==> src/rtl/sensor_write_arbiter_pkg.sv <==
// Shared constants and types for the sensor write arbiter.
// Holds the default record tags, record word counts, datapath and address
// widths, and the arbiter state encoding.
package sensor_write_arbiter_pkg;

  localparam int unsigned WORD_W = 16;
  localparam int unsigned GEIG_W = 48;
  localparam int unsigned MAG_W  = 80;
  localparam int unsigned ADDR_W = 24;
  localparam int unsigned SR_W   = 128;
  localparam int unsigned CNT_W  = 3;
  localparam int unsigned DROP_W = 8;

  localparam int unsigned BA_W  = 2;
  localparam int unsigned ROW_W = 13;
  localparam int unsigned COL_W = 9;

  // Record length in words, header included
  localparam int unsigned GEIG_WORDS = 4;
  localparam int unsigned MAG_WORDS  = 6;

  localparam logic [WORD_W-1:0] GEIG_TAG_DEFAULT = 16'hC0A1;
  localparam logic [WORD_W-1:0] MAG_TAG_DEFAULT  = 16'hC0A2;

  typedef enum logic {
    ST_IDLE = 1'b0,
    ST_SEND = 1'b1
  } state_t;

endpackage

==> src/rtl/sdram_addr_counter.sv <==
// Linear SDRAM write address counter with a sticky wrap flag.
// Ports:
//   clk, reset  : clock and synchronous active-high reset
//   inc         : advance the address by one word on this edge
//   ba, row, col: current address split into bank / row / column fields
//   wrapped     : set when the address rolls over from all-ones to zero
module sdram_addr_counter
  import sensor_write_arbiter_pkg::*;
(
  input  logic             clk,
  input  logic             reset,
  input  logic             inc,
  output logic [BA_W-1:0]  ba,
  output logic [ROW_W-1:0] row,
  output logic [COL_W-1:0] col,
  output logic             wrapped
);

  logic [ADDR_W-1:0] addr;
  logic [ADDR_W-1:0] addr_next;
  logic              wrapped_next;

  // Next address; the register reloads every cycle so its value is always
  // the one computed here
  always_comb begin
    addr_next    = addr;
    wrapped_next = wrapped;
    if (inc) begin
      addr_next = addr + ADDR_W'(1);
      if (addr == {ADDR_W{1'b1}}) begin
        wrapped_next = 1'b1;
      end
    end
  end

  always_ff @(posedge clk) begin
    if (reset) begin
      addr    <= '0;
      wrapped <= 1'b0;
    end else begin
      addr    <= addr_next;
      wrapped <= wrapped_next;
    end
  end

  assign ba  = addr[ADDR_W-1 -: BA_W];
  assign row = addr[COL_W +: ROW_W];
  assign col = addr[COL_W-1:0];

endmodule

==> src/rtl/sensor_write_arbiter.sv <==
// Merges Geiger and magnetometer samples into tagged multi-word records and
// writes them word by word to an SDRAM write port.
// Ports:
//   CLK_48MHZ, RESET        : clock, synchronous active-high reset
//   ENABLE                  : allows new records to start
//   GEIG_VALID/GEIG_DATA    : Geiger sample strobe and 48-bit payload
//   MAG_VALID/MAG_DATA      : magnetometer sample strobe and 80-bit payload
//   WR_REQ/WR_ACK           : word write handshake
//   DATA_OUT                : word being written
//   BA_OUT/ROW_OUT/COL_OUT  : write address
//   BUSY                    : a record is being transferred
//   WRAPPED                 : sticky address wrap flag
//   GEIG_DROPS/MAG_DROPS    : saturating counts of discarded samples
module sensor_write_arbiter
  import sensor_write_arbiter_pkg::*;
#(
  parameter logic [WORD_W-1:0] GEIG_TAG = GEIG_TAG_DEFAULT,
  parameter logic [WORD_W-1:0] MAG_TAG  = MAG_TAG_DEFAULT
) (
  input  logic              CLK_48MHZ,
  input  logic              RESET,
  input  logic              ENABLE,
  input  logic              GEIG_VALID,
  input  logic [GEIG_W-1:0] GEIG_DATA,
  input  logic              MAG_VALID,
  input  logic [MAG_W-1:0]  MAG_DATA,
  output logic              WR_REQ,
  input  logic              WR_ACK,
  output logic [WORD_W-1:0] DATA_OUT,
  output logic [BA_W-1:0]   BA_OUT,
  output logic [ROW_W-1:0]  ROW_OUT,
  output logic [COL_W-1:0]  COL_OUT,
  output logic              BUSY,
  output logic              WRAPPED,
  output logic [DROP_W-1:0] GEIG_DROPS,
  output logic [DROP_W-1:0] MAG_DROPS
);

  state_t state;
  state_t state_next;

  logic [GEIG_W-1:0] geig_buf;
  logic [MAG_W-1:0]  mag_buf;
  logic              geig_pend;
  logic              mag_pend;
  logic              prio_mag;
  logic [SR_W-1:0]   sr;
  logic [CNT_W-1:0]  word_cnt;

  logic start_geig;
  logic start_mag;
  logic accept;

  // State register
  always_ff @(posedge CLK_48MHZ) begin
    if (RESET) begin
      state <= ST_IDLE;
    end else begin
      state <= state_next;
    end
  end

  // Next state, source selection and word acceptance
  always_comb begin
    state_next = state;
    start_geig = 1'b0;
    start_mag  = 1'b0;
    accept     = 1'b0;
    case (state)
      ST_IDLE: begin
        if (ENABLE && (geig_pend || mag_pend)) begin
          // Geiger wins unless the magnetometer also waits and holds priority
          if (geig_pend && !(mag_pend && prio_mag)) begin
            start_geig = 1'b1;
          end else begin
            start_mag = 1'b1;
          end
          state_next = ST_SEND;
        end
      end
      ST_SEND: begin
        // WR_REQ is high throughout SEND, so an ack here is a real acceptance
        if (WR_ACK) begin
          accept = 1'b1;
          if (word_cnt == CNT_W'(1)) begin
            state_next = ST_IDLE;
          end
        end
      end
      default: state_next = ST_IDLE;
    endcase
  end

  // Sample buffers, drop counters, record shift register and handshake flags
  always_ff @(posedge CLK_48MHZ) begin
    if (RESET) begin
      geig_buf   <= '0;
      mag_buf    <= '0;
      geig_pend  <= 1'b0;
      mag_pend   <= 1'b0;
      GEIG_DROPS <= '0;
      MAG_DROPS  <= '0;
      prio_mag   <= 1'b0;
      sr         <= '0;
      word_cnt   <= '0;
      WR_REQ     <= 1'b0;
      BUSY       <= 1'b0;
    end else begin
      // A strobe on the start edge refills the buffer being drained
      if (GEIG_VALID) begin
        if (!geig_pend || start_geig) begin
          geig_buf  <= GEIG_DATA;
          geig_pend <= 1'b1;
        end else if (GEIG_DROPS != {DROP_W{1'b1}}) begin
          GEIG_DROPS <= GEIG_DROPS + DROP_W'(1);
        end
      end else if (start_geig) begin
        geig_pend <= 1'b0;
      end

      if (MAG_VALID) begin
        if (!mag_pend || start_mag) begin
          mag_buf  <= MAG_DATA;
          mag_pend <= 1'b1;
        end else if (MAG_DROPS != {DROP_W{1'b1}}) begin
          MAG_DROPS <= MAG_DROPS + DROP_W'(1);
        end
      end else if (start_mag) begin
        mag_pend <= 1'b0;
      end

      // Records sit left-aligned so the top word is always the one on DATA_OUT
      if (start_geig) begin
        sr       <= {GEIG_TAG, geig_buf, {(SR_W-WORD_W-GEIG_W){1'b0}}};
        word_cnt <= CNT_W'(GEIG_WORDS);
        prio_mag <= 1'b1;
      end else if (start_mag) begin
        sr       <= {MAG_TAG, mag_buf, {(SR_W-WORD_W-MAG_W){1'b0}}};
        word_cnt <= CNT_W'(MAG_WORDS);
        prio_mag <= 1'b0;
      end else if (accept) begin
        sr       <= {sr[SR_W-WORD_W-1:0], {WORD_W{1'b0}}};
        word_cnt <= word_cnt - CNT_W'(1);
      end

      WR_REQ <= (state_next == ST_SEND);
      BUSY   <= (state_next == ST_SEND);
    end
  end

  assign DATA_OUT = sr[SR_W-1 -: WORD_W];

  sdram_addr_counter u_addr_counter (
    .clk     (CLK_48MHZ),
    .reset   (RESET),
    .inc     (accept),
    .ba      (BA_OUT),
    .row     (ROW_OUT),
    .col     (COL_OUT),
    .wrapped (WRAPPED)
  );

endmodule

==> config.mk <==
export PLATFORM = sky130hd
export DESIGN_NAME = sensor_write_arbiter
export DESIGN_NICKNAME = d
export VERILOG_FILES = /design/src/rtl/sensor_write_arbiter_pkg.sv /design/src/rtl/sdram_addr_counter.sv /design/src/rtl/sensor_write_arbiter.sv
export SDC_FILE = /design/constraint.sdc
export NUM_CORES = 1
export LEC_CHECK = 0
export CAP_MARGIN = 10
export CORE_ASPECT_RATIO = 1.5
export CORE_MARGIN = 10
export CORE_UTILIZATION = 34
export CTS_CLUSTER_SIZE = 8
export DETAILED_ROUTE_END_ITERATION = 12
export SLEW_MARGIN = 20
export SYNTH_ARGS = -nofsm -noshare
export SYNTH_HDL_FRONTEND = slang
export SYNTH_SLANG_ARGS = --single-unit
==> constraint.sdc <==
create_clock -name CLK_48MHZ -period 2.95 [get_ports CLK_48MHZ]
set_input_delay 0.7375 -clock CLK_48MHZ [delete_from_list [all_inputs] [get_ports CLK_48MHZ]]
set_output_delay 0.7375 -clock CLK_48MHZ [all_outputs]
set_load 0.02 [all_outputs]
Yosys cells after proc, flatten, opt, wreduce, memory -nomap -nowiden
Cells that the tools add are included.
{"block": "word_totals", "input_bits": 134, "out_inout_bits": 59, "regBits": 272}
{"block": "op_classes", "n_reduce_logical": 23, "n_eq_ne": 6, "n_mux": 25, "add_sub_neg": 4, "bitwise_logic": 3}
{"op": "two-way mux 128 bit", "count": 3}
{"op": "adder 24 x 1 -> 24 bit (second input constant)", "count": 1}
{"op": "== test 24 bit (second input constant)", "count": 1}
{"op": "two-way mux 1 bit", "count": 18}
{"op": "adder 8 x 1 -> 8 bit (second input constant)", "count": 2}
{"op": "!= test 8 bit (second input constant)", "count": 2}
{"op": "AND reduction 2 bit", "count": 5}
{"op": "two-way mux 3 bit", "count": 3}
{"op": "nonzero test 2 bit", "count": 4}
{"op": "AND reduction 3 bit", "count": 2}
{"op": "!= test 2 x 1 -> 1 bit (second input constant)", "count": 2}
{"op": "== test 3 x 1 -> 1 bit (second input constant)", "count": 1}
{"op": "logical AND 1 bit", "count": 3}
{"op": "logical NOT 1 bit", "count": 3}
{"op": "logical OR 1 bit", "count": 3}
{"op": "inverter 1 bit", "count": 3}
{"op": "nonzero test 3 bit", "count": 1}
{"op": "OR reduction 3 bit", "count": 1}
{"op": "subtractor 3 x 1 -> 3 bit (second input constant)", "count": 1}
{"op": "case mux 1 bit (2 select lines)", "count": 1}
{"op": "OR reduction 2 bit", "count": 1}

Depth between registers and ports, before layout
Gate-level depths: netlist (run 1).
{"block": "depth", "depth_word": 9, "mapped_depth": 8}

By module
From an unflattened synthesis (run 1), not the netlist that was laid out.
{"block": "hier_totals", "cells_unflattened": 1335, "hier_area_um2": 12239.2}
{"mod": "sensor_write_arbiter", "area_each_um2": 11108.2, "cells_per_inst": 1202, "seq_area_each_um2": 4944.7, "n_inst": 1}
{"mod": "sdram_addr_counter", "area_each_um2": 1131.1, "cells_per_inst": 133, "seq_area_each_um2": 500.5, "n_inst": 1}

Worst setup path after synthesis (run 1)
Ideal clock, no wire load.
{"block": "synth_path", "path_type": "input -> register", "start": "input port ENABLE", "end": "register geig_buf[27]", "t_required_ns": 2.878, "arrival_time_ns": 2.032, "setup_ns": 0.072, "path_stages": 7, "setup_slack_ns": 0.846, "cell_sequence": "nor2b_1 > buf_2 > nand3_1 > a21boi_1 > buf_2 > buf_2 > mux2i_1"}
{"block": "synth_via", "elab_chain_len": 5}
{"item": "start: declaration", "line": "sensor_write_arbiter.sv:22", "text": "input logic ENABLE,"}
{"item": "logical AND 1 bit", "line": "sensor_write_arbiter.sv:71", "text": "if (ENABLE && (geig_pend || mag_pend)) begin"}
{"item": "two-way mux 1 bit", "line": "sensor_write_arbiter.sv:71"}
{"item": "two-way mux 1 bit", "line": "sensor_write_arbiter.sv:69", "text": "case (state)"}
{"item": "logical OR 1 bit", "line": "sensor_write_arbiter.sv:111", "text": "if (!geig_pend || start_geig) begin"}
{"item": "AND reduction 2 bit (no line)"}
{"item": "end signal: assignment", "line": "sensor_write_arbiter.sv:97", "text": "geig_buf <= '0;"}
{"item": "end signal: assignment", "line": "sensor_write_arbiter.sv:112", "text": "geig_buf <= GEIG_DATA;"}
{"item": "end: declaration", "line": "sensor_write_arbiter.sv:42", "text": "logic [GEIG_W-1:0] geig_buf;"}
Every way passes these cells.
A chain may end at the register's enable or synchronous reset.

==> flow_summary_export.csv, run 1 <==
group,metric,value,unit
global_routing,overflow,0,
pwr,p_per_area,606.4,nW/µm²
finish,seq_area,5445,µm²
worst_setup_path,rr_worst_depth,5,
worst_setup_path,path_delay_family,"buffers and inverters",
clocking,postCtsHoldBufs,0,
placed_design,io_buffers,192,
sta,final_hold_viol_count,0,
routing,drc_errors,0,
worst_hold_path,hold_path_class,"flip-flop to flip-flop",
die,die_h,244.8,µm
placed_design,dp_hpwl,24710,µm
routing,routed_wl,34680,µm
sta,max_freq,408.8,MHz
routing,vias,9801,
yosys,synth.top_cell.area_share,47.52,%
routing,first_pass_iters,5,
yosys,synthFlopType,"dfxtp_1",
worst_setup_path,regToRegStartpoint,"u_addr_counter.addr[0]",
global_routing,grtUsageTotal,16.26,%
finish,drive_above_1_share,5.778,%
sta,drv_slew,0,
finish,area_delta_synth_final,29.23,%
routing,drtIter0Drc,693,
worst_setup_path,worstSetupPathType,"flip-flop to output pin",
finish,nNetsFinal,1610,
flow_run,cap_violations,0,
worst_setup_path,cp_max_fo,8,
yosys,syn_inst,1328,
worst_setup_path,max_stage_delay,0.68,ns
clocking,cts.sinks,272,
clocking,htree_levels,2,
worst_setup_path,critPathSlowestCell,"clkdlybuf4s50_1",
pwr,p_leak,5.500,nW
pwr,ir_drop,0.4340,mV
yosys,yosysSeqAreaShare,47.52,%
finish,multi_input_area,5456,µm²
sta,worst_pin_slew,0.6968,ns
clocking,clock_latency,0.51,ns
routing,ant_nets,0,
worst_hold_path,whs_path_depth,2,
worst_setup_path,critPathBufInv,1,
yosys,avgSynthCellArea,8.628,µm²
worst_setup_path,startpoint_type,"flip-flop",
yosys,ys_ff_latch,272,
sta,rsz0062_at_grt,"false",
worst_setup_path,critPathCaptureType,"output pin",
worst_setup_path,critPathRequiredTime,2.21,ns
die,dieArea,41600,µm²
yosys,yosys_warnings,0,
yosys,synth_area_leader_cell,"dfxtp_1",
global_routing,grt_max_degree,78,
sta,slew_headroom,53.54,%
routing,routed_via_density,5.177,
die,die_w,169.9,µm
worst_setup_path,path_cells,"clkdlybuf4s50_1",
clocking,cts_buffer_depth,3,
sta,fin_crit_sh,82.93,%
finish,final_util,44.41,%
sta,layout_min_cycle_time,2.446,ns
worst_setup_path,r2r_slack,0.92,ns
worst_setup_path,startpoint,"BUSY",
sta,fin_tns_setup,0,ns
yosys,synth-edff-count,0,
clocking,path_clk_slew,0.05,ns
die,io_pins,193,
placed_design,postPlaceCellArea,13780,µm²
clocking,cts_resized,0,
yosys,yosysMostFrequentCell,"nand2_1",
clocking,cts_tree,"built",
worst_setup_path,reg2reg_to,"u_addr_counter.addr[16]",
clocking,clock-root-buffer,"clkbuf_16",
finish,num-fill-cells,3240,
sta,worst_hold_slack,0.4508,ns
finish,fin_area,14810,µm²
clocking,post_cts_buffers,0,
yosys,synth_area,11460,µm²
worst_setup_path,cp.arrival,1.71,ns
global_routing,grt_pass1_vias,9872,
yosys,yosys-top-cells-area,"dfxtp_1, mux2i_1, nand2_1",
global_routing,antenna_found_initial,2,
die,core_area,33340,µm²
die,start_util,34.36,%
yosys,synth.net_count,1467,
worst_setup_path,crit_end,"WR_REQ",
yosys,async_flop_share,0,%
sta,skew,0.01976,ns
routing,wl_per_cell,18.32,µm
yosys,yosys-top-cells-count,"nand2_1, dfxtp_1, mux2i_1, clkbuf_1, nor2_1",
sta,setup-violations-final,0,
clocking,cts_buffers,39,
worst_setup_path,path_depth,1,
die,rows,82,
placed_design,gp_congestion,0.8042,
status,status,"completed",
yosys,yosysUniqueCellTypes,45,
global_routing,grt_pass1_wl,54380,µm
## metal layers
| layer | up-vias | share of wire, % | global-route usage (%) |
|---|---|---|---|
| met3 | 64 | 4.8 | 3.069 |
| met4 | 0 | 3.2 | 6.442 |
| met1 | 4601 | 39 | 17.44 |
| met5 | - | 0 | 0 |
| li1 | 4890 | - | - |
| met2 | 246 | 53 | 30.40 |
## final cells by class
| class | count | area share, % |
|---|---|---|
| diodes | 2 | 0.03380 |
| clock buffers | 41 | 6.929 |
| inverters | 14 | 0.4056 |
| multi-input cells | 921 | 36.85 |
| flip-flops and latches | 272 | 36.77 |
| well taps | 420 | 3.549 |
| repair buffers | 223 | 15.46 |
## metrics by stage
step | instances | worst slack [ns] | power (mW)
2_1_floorplan | 1328 | 0.8460 | 4.670
3_3_place_gp | 1850 | 0.2624 | 5.123
3_5_place_dp | 1850 | 0.2427 | 5.138
4_1_cts | 1891 | 0.4784 | 9.087
5_1_grt | 1893 | 0.4098 | 9.344
6_report | 1893 | 0.5036 | 8.980
## logic make-up (layout without fill, tap and decap cells)
logic type,after synthesis,in the layout,synth area share (%)
multiplexers,145,145,12.68
other,0,2,0
AND/OR/NAND/NOR,498,498,18.34
buffers and inverters,135,278,5.187
flip-flops,272,272,47.52
adder cells (fa/ha/maj),5,5,0.5460
XOR/XNOR,11,11,0.8408
AO/OA/AOI/OAI,262,262,14.88
## power by group
group	switching, mW	total [mW]	leakage, nW	internal [mW]
logic	0.548	1.02	2.77	0.475
registers	0.133	4.04	2.22	3.90
clock network	1.51	3.92	0.505	2.41
total	2.19	8.98	5.50	6.79
## registers in the layout, indices dropped and copies added (netlist names)
name	count
u_addr_counter.wrapped	1
geig_buf	48
mag_buf	80
sr	96
word_cnt	3
MAG_DROPS	8
u_addr_counter.addr	24
BUSY	1
prio_mag	1
mag_pend	1
GEIG_DROPS	8
geig_pend	1
## worst min-delay path by stage
| stage | from | slack [ns] | to |
|---|---|---|---|
| after floorplan | sr[109] | 0.43 | sr[125] |
| after CTS | sr[116] | 0.45 | sr[116] |
| after global placement | geig_buf[0] | 0.44 | geig_buf[0] |
| final | sr[100] | 0.45 | sr[116] |
| after global routing | sr[125] | 0.47 | sr[125] |
| after detailed placement | sr[116] | 0.45 | sr[116] |
## placed cells by master, fill, tap and decap left out, drive strengths merged, types with 4 or more instances in the layout
master and count:
buf 32, o21ai 54, dfxtp 272, nor2 76, mux2i 144, a21oi 56, a22oi 42, and4 8
a221oi 6, nand2 328, nand3 35, o32ai 6, a31oi 7, clkbuf 41, xor2 6, or4 13
clkdlybuf4s50 191, and3 4, or3 7, xnor2 5, a21o 4, nand4 8, ha 5, a211oi 61
o31ai 10, nor3 6, o211ai 7, inv 14
Power figures use the tool's default switching activity.
==> run 2: changes to the inputs <==
==> constraint.sdc (replaced) <==
create_clock -name CLK_48MHZ -period 2.45 [get_ports CLK_48MHZ]
set_input_delay 0.6125 -clock CLK_48MHZ [delete_from_list [all_inputs] [get_ports CLK_48MHZ]]
set_output_delay 0.6125 -clock CLK_48MHZ [all_outputs]
set_load 0.02 [all_outputs]
==> run 2 against run 1 <==
  * Critical path depth did not move
  * Clock skew fell by 0.0040 ns
  * Combinational power rose by 28%
  * Global-route usage rose by 0.30 points
  * Sequential power rose by 20%
==> flow_summary_export.csv, run 2 (same netlist as run 1, synthesis figures left out) <==
group,metric,value,unit
pwr,p_int,8.341,mW
clocking,cts_resized,0,
pwr,p_leak,5.720,nW
status,status,"completed",
routing,vias,9838,
routing,top_layer,"met4",
pwr,p_per_area,726.1,nW/µm²
worst_setup_path,max_stage_delay,0.66,ns
finish,reg_top3,"sr (96), mag_buf (80), geig_buf (48)",
clocking,cts_tree,"built",
sta,rsz0062_at_grt,"false",
die,core_area,33340,µm²
worst_setup_path,startpoint_type,"flip-flop",
routing,routed_wl,35140,µm
global_routing,grt_max_degree,77,
pwr,pwr-share-clk,44.2,%
worst_hold_path,hold_path_class,"primary input to flip-flop",
worst_setup_path,critPathCaptureType,"output pin",
pwr,finalPower,11.06,mW
global_routing,grtUsageTotal,16.56,%
worst_setup_path,cp_max_fo,7,
finish,largest_reg_flops,96,
clocking,path_clk_slew,0.05,ns
clocking,cts_buffers,40,
die,io_pins,193,
worst_hold_path,whs_path_depth,2,
sta,final_hold_viol_count,0,
finish,regMostFlops,"sr",
routing,wl_met2,18910,µm
finish,drive_above_1_share,7.835,%
routing,routed_via_density,5.105,
pwr,switching_share,24.55,%
finish,nNetsFinal,1641,
routing,drt-met1-wl,13130,µm
pwr,power_frac_seq,44.0,%
routing,first_pass_iters,5,
clocking,htree_levels,2,
worst_setup_path,path_depth,1,
sta,slew_headroom,55.39,%
sta,worst_hold_slack,0.4083,ns
global_routing,grt_pass1_vias,10196,
worst_setup_path,critPathBufInv,1,
sta,fin_tns_setup,0,ns
placed_design,dp_hpwl,25610,µm
worst_setup_path,r2r_slack,0.45,ns
placed_design,io_buffers,192,
clocking,postCtsHoldBufs,0,
finish,layout_commonest_cell,"nand2_1",
sta,fin_crit_sh,92.14,%
pwr,power_switching,2.714,mW
global_routing,antenna_found_initial,1,
pwr,combPwrFrac,11.8,%
clocking,clock-root-buffer,"clkbuf_16",
clocking,cts_buffer_depth,3,
die,dieArea,41600,µm²
worst_setup_path,worstSetupPathType,"flip-flop to output pin",
finish,final_util,45.66,%
global_routing,overflow,0,
sta,drv_slew,0,
flow_run,cap_violations,0,
clocking,post_cts_buffers,0,
sta,skew,0.01576,ns
routing,drtIter0Drc,593,
die,die_w,169.9,µm
sta,worst_pin_slew,0.6692,ns
finish,final_cell_mix,"nand2_1, dfxtp_1, clkdlybuf4s50_1",
sta,setup-violations-final,0,
worst_setup_path,critPathSlowestCell,"clkdlybuf4s50_1",
worst_setup_path,path_cells,"clkdlybuf4s50_1",
routing,ant_nets,0,
die,start_util,34.36,%
pwr,ir_drop,0.3815,mV
clocking,clock_latency,0.53,ns
worst_setup_path,cp.arrival,1.64,ns
routing,drc_errors,0,
die,rows,82,
sta,layout_min_cycle_time,2.257,ns
routing,wl_met3,1750,µm
global_routing,grt_pass1_wl,55120,µm
worst_setup_path,path_delay_family,"buffers and inverters",
die,die_h,244.8,µm
finish,area_delta_synth_final,32.88,%
routing,wl_per_cell,18.24,µm
placed_design,gp_congestion,0.8119,
worst_setup_path,critPathRequiredTime,1.84,ns
worst_setup_path,rr_worst_depth,5,
sta,max_freq,443.0,MHz
clocking,cts.sinks,272,
-- run 2: cell types whose count changed in the layout (fill, tap and decap cells not counted), sizes merged --
cell | before | now
buf | 32 | 62
clkbuf | 41 | 44
clkinv | 0 | 2
diode | 2 | 1
-- run 2: area by class of cell --
cell class | instances | area, µm²
Fill cell | 3232 | 18120
Multi-Input combinational cell | 921 | 5456
Sequential cell | 272 | 5445
Timing Repair Buffer | 253 | 2653
Clock buffer | 44 | 1059
Tap cell | 420 | 525.5
Inverter | 14 | 60.06
Clock inverter | 2 | 25.02
Antenna cell | 1 | 2.502
-- run 2: per-stage QoR --
stage / cell area, µm² / std cells / worst slack, ns
6_report: 15230 / 1927 / 0.1926
3_3_place_gp: 14140 / 1880 / -0.07779
4_1_cts: 15220 / 1926 / 0.1659
5_1_grt: 15230 / 1927 / 0.1100
3_5_place_dp: 14140 / 1880 / -0.09421
2_1_floorplan: 11460 / 1328 / 0.4710
-- run 2: worst register-to-register path, stage by stage, from the launching register on --
cell     delay (ns)
dfxtp_1        0.43
nand4_1        0.19
or4_4          0.61
buf_12         0.15
or4_1          0.39
a21oi_1        0.16
-- run 2: worst paths after layout --
check	start	endpoint
worst max-delay path	u_addr_counter.addr[9]	ROW_OUT[0]
worst min register to register	mag_buf[10]	sr[42]
worst max register to register	u_addr_counter.addr[4]	u_addr_counter.addr[21]
worst min-delay path	RESET	u_addr_counter.addr[22]
-- run 2: layer usage --
metal,up-vias,GRT usage [%]
met2,237,31.49
met1,4603,16.98
li1,4935,-
met4,0,7.503
met3,63,3.117
met5,-,0
-- run 2: power groups by stage --
| stage | clock [mW] | combinational [mW] | sequential (mW) |
|---|---|---|---|
| finish | 4.89 | 1.31 | 4.86 |
| global route | 5.16 | 1.44 | 4.88 |
| CTS | 5.01 | 1.32 | 4.86 |
| detailed placement | 0 | 1.32 | 4.95 |
| global placement | 0 | 1.30 | 4.94 |
| floorplan | 0 | 0.734 | 4.89 |
